<file path="config.mk">
export PLATFORM = sky130hd
export DESIGN_NAME = vga_fb_ctrl
export DESIGN_NICKNAME = d
export VERILOG_FILES = /design/src/rtl/vga_fb_ctrl.sv
export SDC_FILE = /design/constraint.sdc
export NUM_CORES = 1
export LEC_CHECK = 0
export BUFFER_PORTS_ARGS = -buffer_cell sky130_fd_sc_hd__buf_2
export CORE_MARGIN = 2
export CORE_UTILIZATION = 30
export CTS_CLUSTER_DIAMETER = 50
export DETAILED_ROUTE_END_ITERATION = 7
export PLACE_DENSITY = 0.5
export SLEW_MARGIN = 5
export SYNTH_ARGS = -nofsm -noshare
export SYNTH_HDL_FRONTEND = slang
export SYNTH_SLANG_ARGS = --single-unit
</file>
<file path="constraint.sdc">
create_clock -name clk -period 3.3 [get_ports clk]
set_input_delay 0.825 -clock clk [delete_from_list [all_inputs] [get_ports clk]]
set_output_delay 0.825 -clock clk [all_outputs]
set_load 0.02 [all_outputs]
</file>
<file path="src/rtl/vga_fb_ctrl.sv">
// VGA timing generator with frame-buffer fetch and built-in test patterns.
// Counters form stage 0; address and all output-side registers load from them on the same pix_en edge.
module vga_fb_ctrl #(
    parameter int H_ACTIVE  = 640,
    parameter int H_FP      = 16,
    parameter int H_SYNC    = 96,
    parameter int H_BP      = 48,
    parameter int V_ACTIVE  = 480,
    parameter int V_FP      = 10,
    parameter int V_SYNC    = 2,
    parameter int V_BP      = 33,
    parameter int ADDR_W    = 15,
    parameter int PIX_SHIFT = 2,
    parameter int SYNC_POL  = 0
) (
    input  logic              clk,
    input  logic              reset,
    input  logic              pix_en,
    input  logic [1:0]        mode,
    input  logic [7:0]        data,
    output logic [ADDR_W-1:0] address,
    output logic [1:0]        red,
    output logic [2:0]        green,
    output logic [2:0]        blue,
    output logic              hsync,
    output logic              vsync,
    output logic              active,
    output logic              frame_start
);
    localparam int H_TOTAL = H_ACTIVE + H_FP + H_SYNC + H_BP;
    localparam int V_TOTAL = V_ACTIVE + V_FP + V_SYNC + V_BP;
    localparam int HW      = $clog2(H_TOTAL);
    localparam int VW      = $clog2(V_TOTAL);
    localparam int BAR_W   = H_ACTIVE / 8;
    localparam int CELLS   = H_ACTIVE >> PIX_SHIFT;

    localparam logic [HW-1:0] H_LAST = HW'(H_TOTAL - 1);
    localparam logic [HW-1:0] H_VIS  = HW'(H_ACTIVE);
    localparam logic [HW-1:0] HS_BEG = HW'(H_ACTIVE + H_FP);
    localparam logic [HW-1:0] HS_END = HW'(H_ACTIVE + H_FP + H_SYNC);
    localparam logic [VW-1:0] V_LAST = VW'(V_TOTAL - 1);
    localparam logic [VW-1:0] V_VIS  = VW'(V_ACTIVE);
    localparam logic [VW-1:0] VS_BEG = VW'(V_ACTIVE + V_FP);
    localparam logic [VW-1:0] VS_END = VW'(V_ACTIVE + V_FP + V_SYNC);
    localparam logic          SYNC_ON = (SYNC_POL != 0);

    logic [HW-1:0]     hcnt_reg;
    logic [VW-1:0]     vcnt_reg;
    logic [1:0]        mode_reg;
    logic [ADDR_W-1:0] addr_reg;
    logic              active_reg, hsync_reg, vsync_reg, fs_reg, fb_sel_reg;
    logic [7:0]        pat_reg;

    logic              at_origin, vis_next, hs_next, vs_next;
    logic [1:0]        mode_next;
    logic [2:0]        bar_next;
    logic [7:0]        pat_next;
    logic [ADDR_W-1:0] addr_next;

    always_comb begin
        at_origin = (hcnt_reg == '0) && (vcnt_reg == '0);
        // The frame's first pixel already uses the mode being latched for it.
        mode_next = at_origin ? mode : mode_reg;
        vis_next  = (hcnt_reg < H_VIS) && (vcnt_reg < V_VIS);
        hs_next   = (hcnt_reg >= HS_BEG) && (hcnt_reg < HS_END);
        vs_next   = (vcnt_reg >= VS_BEG) && (vcnt_reg < VS_END);
        bar_next  = 3'(32'(hcnt_reg) / 32'(BAR_W));
        addr_next = ADDR_W'(32'(vcnt_reg >> PIX_SHIFT) * 32'(CELLS)
                          + 32'(hcnt_reg >> PIX_SHIFT));
        pat_next  = 8'h00;
        case (mode_next)
            2'd1:    pat_next = {{2{bar_next[2]}}, {3{bar_next[1]}}, {3{bar_next[0]}}};
            2'd2:    pat_next = (hcnt_reg[4] ^ vcnt_reg[4]) ? 8'hFF : 8'h00;
            2'd3:    pat_next = 8'hFF;
            default: pat_next = 8'h00;
        endcase
    end

    always_ff @(posedge clk) begin
        if (!reset) begin
            hcnt_reg   <= '0;
            vcnt_reg   <= '0;
            mode_reg   <= 2'd0;
            addr_reg   <= '0;
            active_reg <= 1'b0;
            hsync_reg  <= ~SYNC_ON;
            vsync_reg  <= ~SYNC_ON;
            fs_reg     <= 1'b0;
            fb_sel_reg <= 1'b0;
            pat_reg    <= 8'h00;
        end else if (pix_en) begin
            if (hcnt_reg == H_LAST) begin
                hcnt_reg <= '0;
                vcnt_reg <= (vcnt_reg == V_LAST) ? '0 : vcnt_reg + 1'b1;
            end else begin
                hcnt_reg <= hcnt_reg + 1'b1;
            end
            mode_reg   <= mode_next;
            addr_reg   <= vis_next ? addr_next : '0;
            active_reg <= vis_next;
            hsync_reg  <= hs_next ? SYNC_ON : ~SYNC_ON;
            vsync_reg  <= vs_next ? SYNC_ON : ~SYNC_ON;
            fs_reg     <= at_origin;
            fb_sel_reg <= (mode_next == 2'd0);
            pat_reg    <= pat_next;
        end
    end

    // Frame-buffer colour comes straight from the read port; blanking forces black.
    logic [7:0] colour;
    for (genvar gi = 0; gi < 8; gi++) begin : g_colour
        assign colour[gi] = active_reg & (fb_sel_reg ? data[gi] : pat_reg[gi]);
    end

    assign {red, green, blue} = colour;
    assign address     = addr_reg;
    assign hsync       = hsync_reg;
    assign vsync       = vsync_reg;
    assign active      = active_reg;
    assign frame_start = fs_reg;
endmodule

</file>
==> flow_summary.ini, run 1 <==
[clock_network]
cts_resized = 0
ctsRootBufferMaster = clkbuf_8
cts_tree = yes
clkLatencyLatePin_ns = 0.29
ctsLongestPathBuffers = 2
h-tree-depth = 2
cts_setup_buffers = 0
cts_buffers = 5
hold_buffers = 0
clkSlewWorstSetupHoldPaths_ns = 0.08
cts_sinks = 45

[drt]
ant_nets = 0
drt_iter0_markers = 77
dr.pass1.iters = 4
drcViolationCount = 0
wl_mm = 7.23
wl_per_cell_um = 14.1
viasPerCell = 5.02
vias = 2581

[sta]
min_period_ns = 2.67
tns_ns = 0
setup_violations = 0
hold_viol = 0
finalCritPeriodShare_pct = 81.0
max_freq_mhz = 374
slew_headroom_pct = 43.8
whs_ns = 0.489
worst_slew_pin_slew_ns = 0.842
rsz0062_at_grt = false
worst_clock_skew_ns = 0.00789
slew_violations = 0
setup_slack_ns = 0.628

[grt]
grt_max_degree = 25
antenna_found_initial = 0
grtUsageTotal_pct = 14.5
overflow = 0
grt_pass1_wl_mm = 12.1
grt_pass1_vias = 2369

[final_layout]
largest_register_ff_count = 15
layout_commonest_cell = dfxtp_1
area_growth_pct = 13.8
antenna_cells = 0
fin_util_pct = 35.5
final_layout_size_suffix_gt1_share_pct = 15.3
fin_nets = 419
final_cell_mix = dfxtp_1, nor2_1, buf_2, nand2_1, ha_1
n_fill_cell = 1026

[synthesis]
synthArstFlopShare_pct = 0
synth-seq-cells = 45
synth_edf_count = 0
synth_cell_type_count = 63
ys_seq_area_share_pct = 31.0
synthesis.nets = 382
ys_warn_count = 0
synth_flop_cell = dfxtp_1
synth_cells = 347
synthesis.area_mm2 = 0.00291
syn_area_per_cell_um2 = 8.39

[setup_path]
critPathKind = register to register
arrival_ns = 2.84
cp_max_fo = 8
cp_slowest_stage_delay_ns = 0.53
cp-end-kind = register
critical_path_required_ns = 3.46
slowest_stage = dfxtp_1
crit_path_frequent_cell = ha_1
crit_path_start_kind = register
cp_cell_sequence = ha_1, ha_1, inv_1, fa_1, nor4b_1, nand4_1, xor2_1, o22ai_1

[die]
core_area_mm2 = 0.00933
die-area_mm2 = 0.0105
io_pins = 40
rows = 35
die_h_um = 102
initial_core_util_pct = 31.2
die_w_um = 102

[place]
gp_congestion = 0.771
dp.final_hpwl_mm = 5.46
dp_slack_ns = 0.637
port-buffer-count = 39

[power]
power.leakage_uw = 0.00139
p_per_area_mw_per_mm2 = 299
ir_drop_v = 0.000154

[hold_path]
hp-class = register to register

[run]
drv_cap = 0

[status]
status = complete, no violations
## Yosys cell counts, drive strengths merged (2+ instances only)
cell type,n,area [um^2]
nand3,15,75.1
ha,20,250
nand4,7,50.1
o22ai,2,12.5
a31oi,2,12.5
nor4b,2,17.5
a21oi,19,95.1
o21ai,12,63.8
clkbuf,5,18.8
nand2,27,101
mux2i,4,40.0
nor3,5,25.0
a22oi,10,75.1
o211a,3,30.0
inv,16,60.1
and4,2,17.5
fa,2,40.0
dfxtp,45,901
a211oi,3,22.5
or4b,2,20.0
nor2,45,171
a2111oi,4,55.1
buf,9,55.1
nor3b,2,20.0
xnor2,12,105
nand2b,6,37.5
or4,3,22.5
a211o,2,17.5
and3,2,12.5
nor2b,4,27.5
o211ai,4,30.0
a21o,4,30.0
or3b,3,26.3
a21boi,8,60.1
nor4,6,52.6
xor2,15,131
## per-layer routing
| metal | routed length, um | up-vias | global-route usage [%] |
|---|---|---|---|
| met5 | 0 | - | 0 |
| met4 | 86 | 0 | 3.18 |
| met3 | 206 | 8 | 2.51 |
| met2 | 3380 | 32 | 23.2 |
| met1 | 3550 | 1221 | 20.5 |
| li1 | - | 1320 | - |
## layout make-up
class                           count  area (um^2)  area share, %
Clock buffer                        8         80.1           2.42
Inverter                           17         63.8           1.93
Multi-Input combinational cell    271         1870           56.5
Sequential cell                    45          901           27.2
Tap cell                          129          161           4.88
Timing Repair Buffer               44          233           7.03
## worst max-delay path: cells and delay by family (launching register included)
kind                       cells  cell delay [ns]
AOI/OAI and AO/OA              1             0.10
xor gates and xnor gates       1             0.25
adders and majority gates      3             1.00
buffers and inverters          1             0.08
DFF                            1             0.53
and+or+nand+nor                2             0.61
## power breakdown
part | switching [uW] | internal, uW | leakage (uW)
logic | 58.4 | 35.7 | 0.000991
registers | 11.6 | 553 | 0.000365
clock network | 181 | 151 | 0.0000395
## cell families after synthesis
group / after synthesis / share of synthesized area [%]
AND/OR/NAND/NOR: 137 / 24.9
AO/OA/AOI/OAI: 79 / 19.2
flip-flops: 45 / 31.0
buffers and inverters: 31 / 4.73
XOR/XNOR: 27 / 8.13
adder cells (fa/ha/maj): 23 / 10.3
multiplexers: 5 / 1.76
## final timing paths
kind	start	to	slack (ns)	cells after the start
hold reg to reg	frame_start	frame_start	0.49	2
hold / removal	frame_start	frame_start	0.49	2
setup reg to reg	vcnt_reg[3]	address[14]	0.63	8
setup / recovery	vcnt_reg[3]	address[14]	0.63	8
## stage by stage
step | cell area [um^2] | power, uW | std cells
after floorplan | 2910 | 639 | 347
after global placement | 3230 | 672 | 506
after detailed placement | 3230 | 673 | 506
after CTS | 3310 | 1010 | 514
after global routing | 3310 | 1040 | 514
final | 3310 | 991 | 514
(Power assumes the default switching activity.)
==> inputs of run 2 (changes only) <==
Clock period 3.3 ns to 2.59 ns, I/O delays scaled along.
==> run 2 against run 1 <==
Total power up 40%. First-iteration DRC count increased by 57%. Clock power rose by 65%. Largest power group unchanged.
==> flow_summary.ini, run 2 (synthesis results as in run 1) <==
[status]
status = complete, no violations

[setup_path]
r2r-start = hcnt_reg[7]
cp-end-kind = register
critical_path_required_ns = 2.78
timing.rr.end = pat_reg[2]
slowest_stage = o41ai_1
arrival_ns = 2.58
crit_path_start_kind = register
cp_slowest_stage_delay_ns = 0.35
cp_max_fo = 6
crit_path_frequent_cell = a2111oi_1
reg2regPathDepth = 8
critPathKind = register to register
r2r_slack_ns = 0.19
cp_cell_sequence = or2_4, ha_1, and2b_2, o211a_1, a2111oi_1, a2111oi_1, o41ai_1, a21oi_1

[grt]
grt_max_degree = 25
grt_pass1_wl_mm = 12.1
antenna_found_initial = 0
overflow = 0
grtUsageTotal_pct = 14.4
grt_pass1_vias = 2535

[die]
core_area_mm2 = 0.00933
io_pins = 40
rows = 35
die_w_um = 102
die-area_mm2 = 0.0105
die_h_um = 102
initial_core_util_pct = 31.2

[final_layout]
largest_register_ff_count = 15
final_cell_mix = nor2_1, dfxtp_1, buf_2, nand2_1
seq_area_um2 = 902
antenna_cells = 0
fin_nets = 429
area_growth_pct = 18.3
multi_input_area_mm2 = 0.00189
final_layout_size_suffix_gt1_share_pct = 20.0
n_fill_cell = 987

[sta]
worst_slew_pin_slew_ns = 0.549
whs_ns = 0.486
min_period_ns = 2.40
tns_ns = 0
hold_viol = 0
rsz0062_at_grt = false
slew_violations = 0
finalCritPeriodShare_pct = 92.6
max_freq_mhz = 417
setup_violations = 0
worst_clock_skew_ns = 0.00556
slew_headroom_pct = 63.1

[drt]
wl_mm = 7.38
vias = 2616
ant_nets = 0
dr.pass1.iters = 4
viasPerCell = 4.99
drt_iter0_markers = 121
drcViolationCount = 0
wl_per_cell_um = 14.1

[hold_path]
min_from = vsync
min_to = vsync
min_path_cells = 2
hp-class = register to register

[place]
gp_congestion = 0.791
dp.final_hpwl_mm = 5.62
port-buffer-count = 39

[clock_network]
cts_tree = yes
cts_buffers = 5
ctsLongestPathBuffers = 2
cts_sinks = 45
clkSlewWorstSetupHoldPaths_ns = 0.09
clkLatencyLatePin_ns = 0.30
ctsRootBufferMaster = clkbuf_8
cts_setup_buffers = 0
h-tree-depth = 2

[run]
drv_cap = 0

[power]
power.leakage_uw = 0.00146
p_per_area_mw_per_mm2 = 404
ir_drop_v = 0.000204
## run 2: critical path, delay by kind of cell (launching register included)
family	cells	cell delay, ns
adders and majority gates	1	0.30
DFF	1	0.32
AOI/OAI and AO/OA	5	1.14
and+or+nand+nor	2	0.53
## run 2: repair_timing
action | in CTS | in global routing
hold buffers | 0 | 0
resized for setup | 0 | 8
hold endpoints to repair | 0 | 0
endpoints found under the setup margin | 0 | 4
## run 2: how the worst max path moves through the flow
stage	startpoint	end
floorplan	vcnt_reg[3]	address[13]
global placement	vcnt_reg[5]	address[13]
detailed placement	hcnt_reg[7]	pat_reg[2]
CTS	hcnt_reg[7]	pat_reg[2]
global route	vcnt_reg[8]	address[14]
finish	hcnt_reg[7]	pat_reg[2]
## run 2: where the power goes
group          leakage [uW]  switching (uW)  internal, uW
Sequential         0.000365            14.6           705
Clock             0.0000543             260           289
Combinational       0.00104            76.0          47.2
## run 2: metal layers
metal,global-route usage [%],vias up,share of wire [%]
met4,3.28,0,0.79
li1,-,1341,-
met5,0,-,0
met2,24.5,33,47
met3,2.92,6,2.8
met1,18.9,1236,49
## run 2: area by class of cell
| cell class | count | area share, % |
|---|---|---|
| clock buffer | 5 | 2.00 |
| tap | 129 | 4.69 |
| multi-input combinational | 271 | 55.0 |
| sequential | 45 | 26.2 |
| clock inverter | 3 | 1.34 |
| inverter | 17 | 1.85 |
| timing repair buffer | 54 | 8.94 |
## run 2: stage by stage
| step | worst slack [ns] | util (%) | std cells | power (uW) | cell area (um^2) |
|---|---|---|---|---|---|
| 5_1_grt | 0.0514 | 36.9 | 524 | 1440 | 3440 |
| 3_3_place_gp | 0.148 | 35.4 | 516 | 858 | 3310 |
| 6_report | 0.192 | 36.9 | 524 | 1390 | 3440 |
| 3_5_place_dp | 0.119 | 35.4 | 516 | 859 | 3310 |
| 4_1_cts | 0.118 | 36.7 | 524 | 1410 | 3420 |
| 2_1_floorplan | 0.167 | - | 347 | 815 | 2910 |
==> inputs of run 3 (changes only) <==
Settings changed: ABC_AREA set to 1.
==> run 3 against run 2 <==
Total power up 0.94%. Combinational power up 5%. Design area up 0.84%. Highest routed layer unchanged.
==> flow_summary.ini, run 3 <==
[setup_path]
cp-end-kind = register
crit_buf_inv = 2
critical_path_required_ns = 2.78
slowest_stage = fa_2
cp_cell_sequence = ha_1, ha_1, inv_1, fa_2, nor2_2, nand2_1, nor2_1, inv_1, or2_2, nor2_2, a21oi_1, o21ai_0, a21oi_1
arrival_ns = 2.62
cp_slowest_stage_delay_ns = 0.47
crit_path_start_kind = register
cp_top_family = adder cells
cp_max_fo = 4
critPathKind = register to register

[clock_network]
cts_tree = yes
clkLatencyLatePin_ns = 0.31
hold_buffers = 0
ctsRootBufferMaster = clkbuf_8
h-tree-depth = 2
cts_buffers = 5
cts_resized = 0
ctsLongestPathBuffers = 2
cts_setup_buffers = 0
clkSlewWorstSetupHoldPaths_ns = 0.09
cts_sinks = 45

[final_layout]
area_growth_pct = 19.1
final_cell_mix = nand2_1, inv_1, a21oi_1, dfxtp_1, buf_2
layout_commonest_cell = nand2_1
n_fill_cell = 1003
largest_register_ff_count = 15
fin_nets = 516
final_layout_size_suffix_gt1_share_pct = 20.1
antenna_cells = 0

[sta]
tns_ns = 0
hold_viol = 0
slew_headroom_pct = 66.4
worst_slew_pin_slew_ns = 0.499
min_period_ns = 2.43
finalCritPeriodShare_pct = 93.9
rsz0062_at_grt = true
worst_clock_skew_ns = 0.0108
slew_violations = 0
max_freq_mhz = 411
setup_violations = 0

[drt]
vias = 2877
dr.pass1.iters = 4
wl_per_cell_um = 12.6
ant_nets = 0
viasPerCell = 4.71
wl_mm = 7.71
drcViolationCount = 0
drt_iter0_markers = 84

[grt]
grt_pass1_vias = 2743
overflow = 0
grt_max_degree = 29
grtUsageTotal_pct = 15.4
grt_pass1_wl_mm = 12.7
antenna_found_initial = 0

[synthesis]
synth_edf_count = 0
synthesis.area_mm2 = 0.00292
synth_mux_area_share_pct = 0
ys_seq_area_share_pct = 30.9
netlist.area_leader.share_pct = 30.9
synthArstFlopShare_pct = 0
synthXorXnorAreaFrac_pct = 1.80
synth_top_cell_by_area = dfxtp_1
synth_top_family_by_area = simple AND/OR/NAND/NOR gates
synthesis.nets = 467
synth_cell_type_count = 33
ys_warn_count = 0
synth_flop_cell = dfxtp_1
syn_area_per_cell_um2 = 6.75
synthAdderAreaFrac_pct = 9.96
synth-seq-cells = 45
synth_most_common_cell = nand2_1
synth_simple_gate_area_share_pct = 32.2
yosys-top-cells-count = nand2_1, inv_1, a21oi_1, dfxtp_1, nor2_1
synth_area_leaders = dfxtp_1, nand2_1, a21oi_1
synth_cells = 432
synth_compound_area_share_pct = 15.0

[power]
p_per_area_mw_per_mm2 = 405
total_power_uw = 1400
power.leakage_uw = 0.00165
ir_drop_v = 0.000292

[place]
port-buffer-count = 39
dp.final_hpwl_mm = 5.98
gp_congestion = 0.864

[die]
io_pins = 40
initial_core_util_pct = 31.3
die_h_um = 103
rows = 35
die_w_um = 103
core_area_mm2 = 0.00933
die-area_mm2 = 0.0105

[run]
drv_cap = 0

[hold_path]
hp-class = register to register

[status]
status = complete, no violations
-- run 3: changes by cell type after synthesis, sizes merged, moves of 11 or more --
cell and change:
nand2 +76, inv +52, a21oi +34, nand3 +17, nor2 -13, xnor2 -11
-- run 3: worst paths after layout --
check,slack (ns),start,endpoint,cells after the start
max,0.16,vcnt_reg[3],address[14],13
min,0.47,address[11],address[11],2
max reg2reg,0.16,vcnt_reg[3],address[14],13
min reg2reg,0.47,address[11],address[11],2
-- run 3: logic make-up after synthesis --
family	after synthesis
compound gates	82
xor+xnor	6
fa+ha+maj	22
buf+inv	78
flops	45
simple gates	199
-- run 3: area by class of cell --
class / count / area (um^2) / share of cell area (%)
Multi-Input combinational cell: 309 / 1740 / 50.2
Sequential cell: 45 / 903 / 26.0
Timing Repair Buffer: 52 / 293 / 8.43
Inverter: 68 / 255 / 7.35
Tap cell: 129 / 161 / 4.65
Clock buffer: 5 / 68.8 / 1.98
Clock inverter: 3 / 46.3 / 1.33
-- run 3: metal layers --
metal / vias up / GRT usage (%) / share of wire, %
li1: 1517 / - / -
met1: 1292 / 20.2 / 50
met2: 57 / 25.6 / 45
met3: 11 / 2.98 / 4.1
met4: 0 / 4.51 / 1.6
met5: - / 0 / 0
-- run 3: report_power, final --
part / internal [uW] / leakage (uW) / total, uW / switching, uW
Combinational: 44.3 / 0.00123 / 129 / 84.8
Clock: 289 / 0.0000543 / 558 / 269
Sequential: 706 / 0.000366 / 718 / 11.5
-- run 3: worst register-to-register path, cell delays in order, from the launching register on --
cell and delay, ns:
dfxtp_1 0.32, ha_1 0.30, ha_1 0.21, inv_1 0.08
fa_2 0.47, nor2_2 0.10, nand2_1 0.07, nor2_1 0.08
inv_1 0.06, or2_2 0.30, nor2_2 0.10, a21oi_1 0.07
o21ai_0 0.08, a21oi_1 0.08
-- run 3: stage by stage --
stage / std cells / area (um^2) / utilization [%] / hold slack, ns / setup slack, ns
floorplan: 432 / 2920 / - / 0.450 / 0.203
detailed placement: 603 / 3330 / 35.7 / 0.454 / 0.143
global placement: 603 / 3330 / 35.7 / 0.453 / 0.206
global route: 611 / 3470 / 37.2 / 0.488 / 0.00409
CTS: 611 / 3450 / 36.9 / 0.469 / 0.128
finish: 611 / 3470 / 37.2 / 0.467 / 0.158
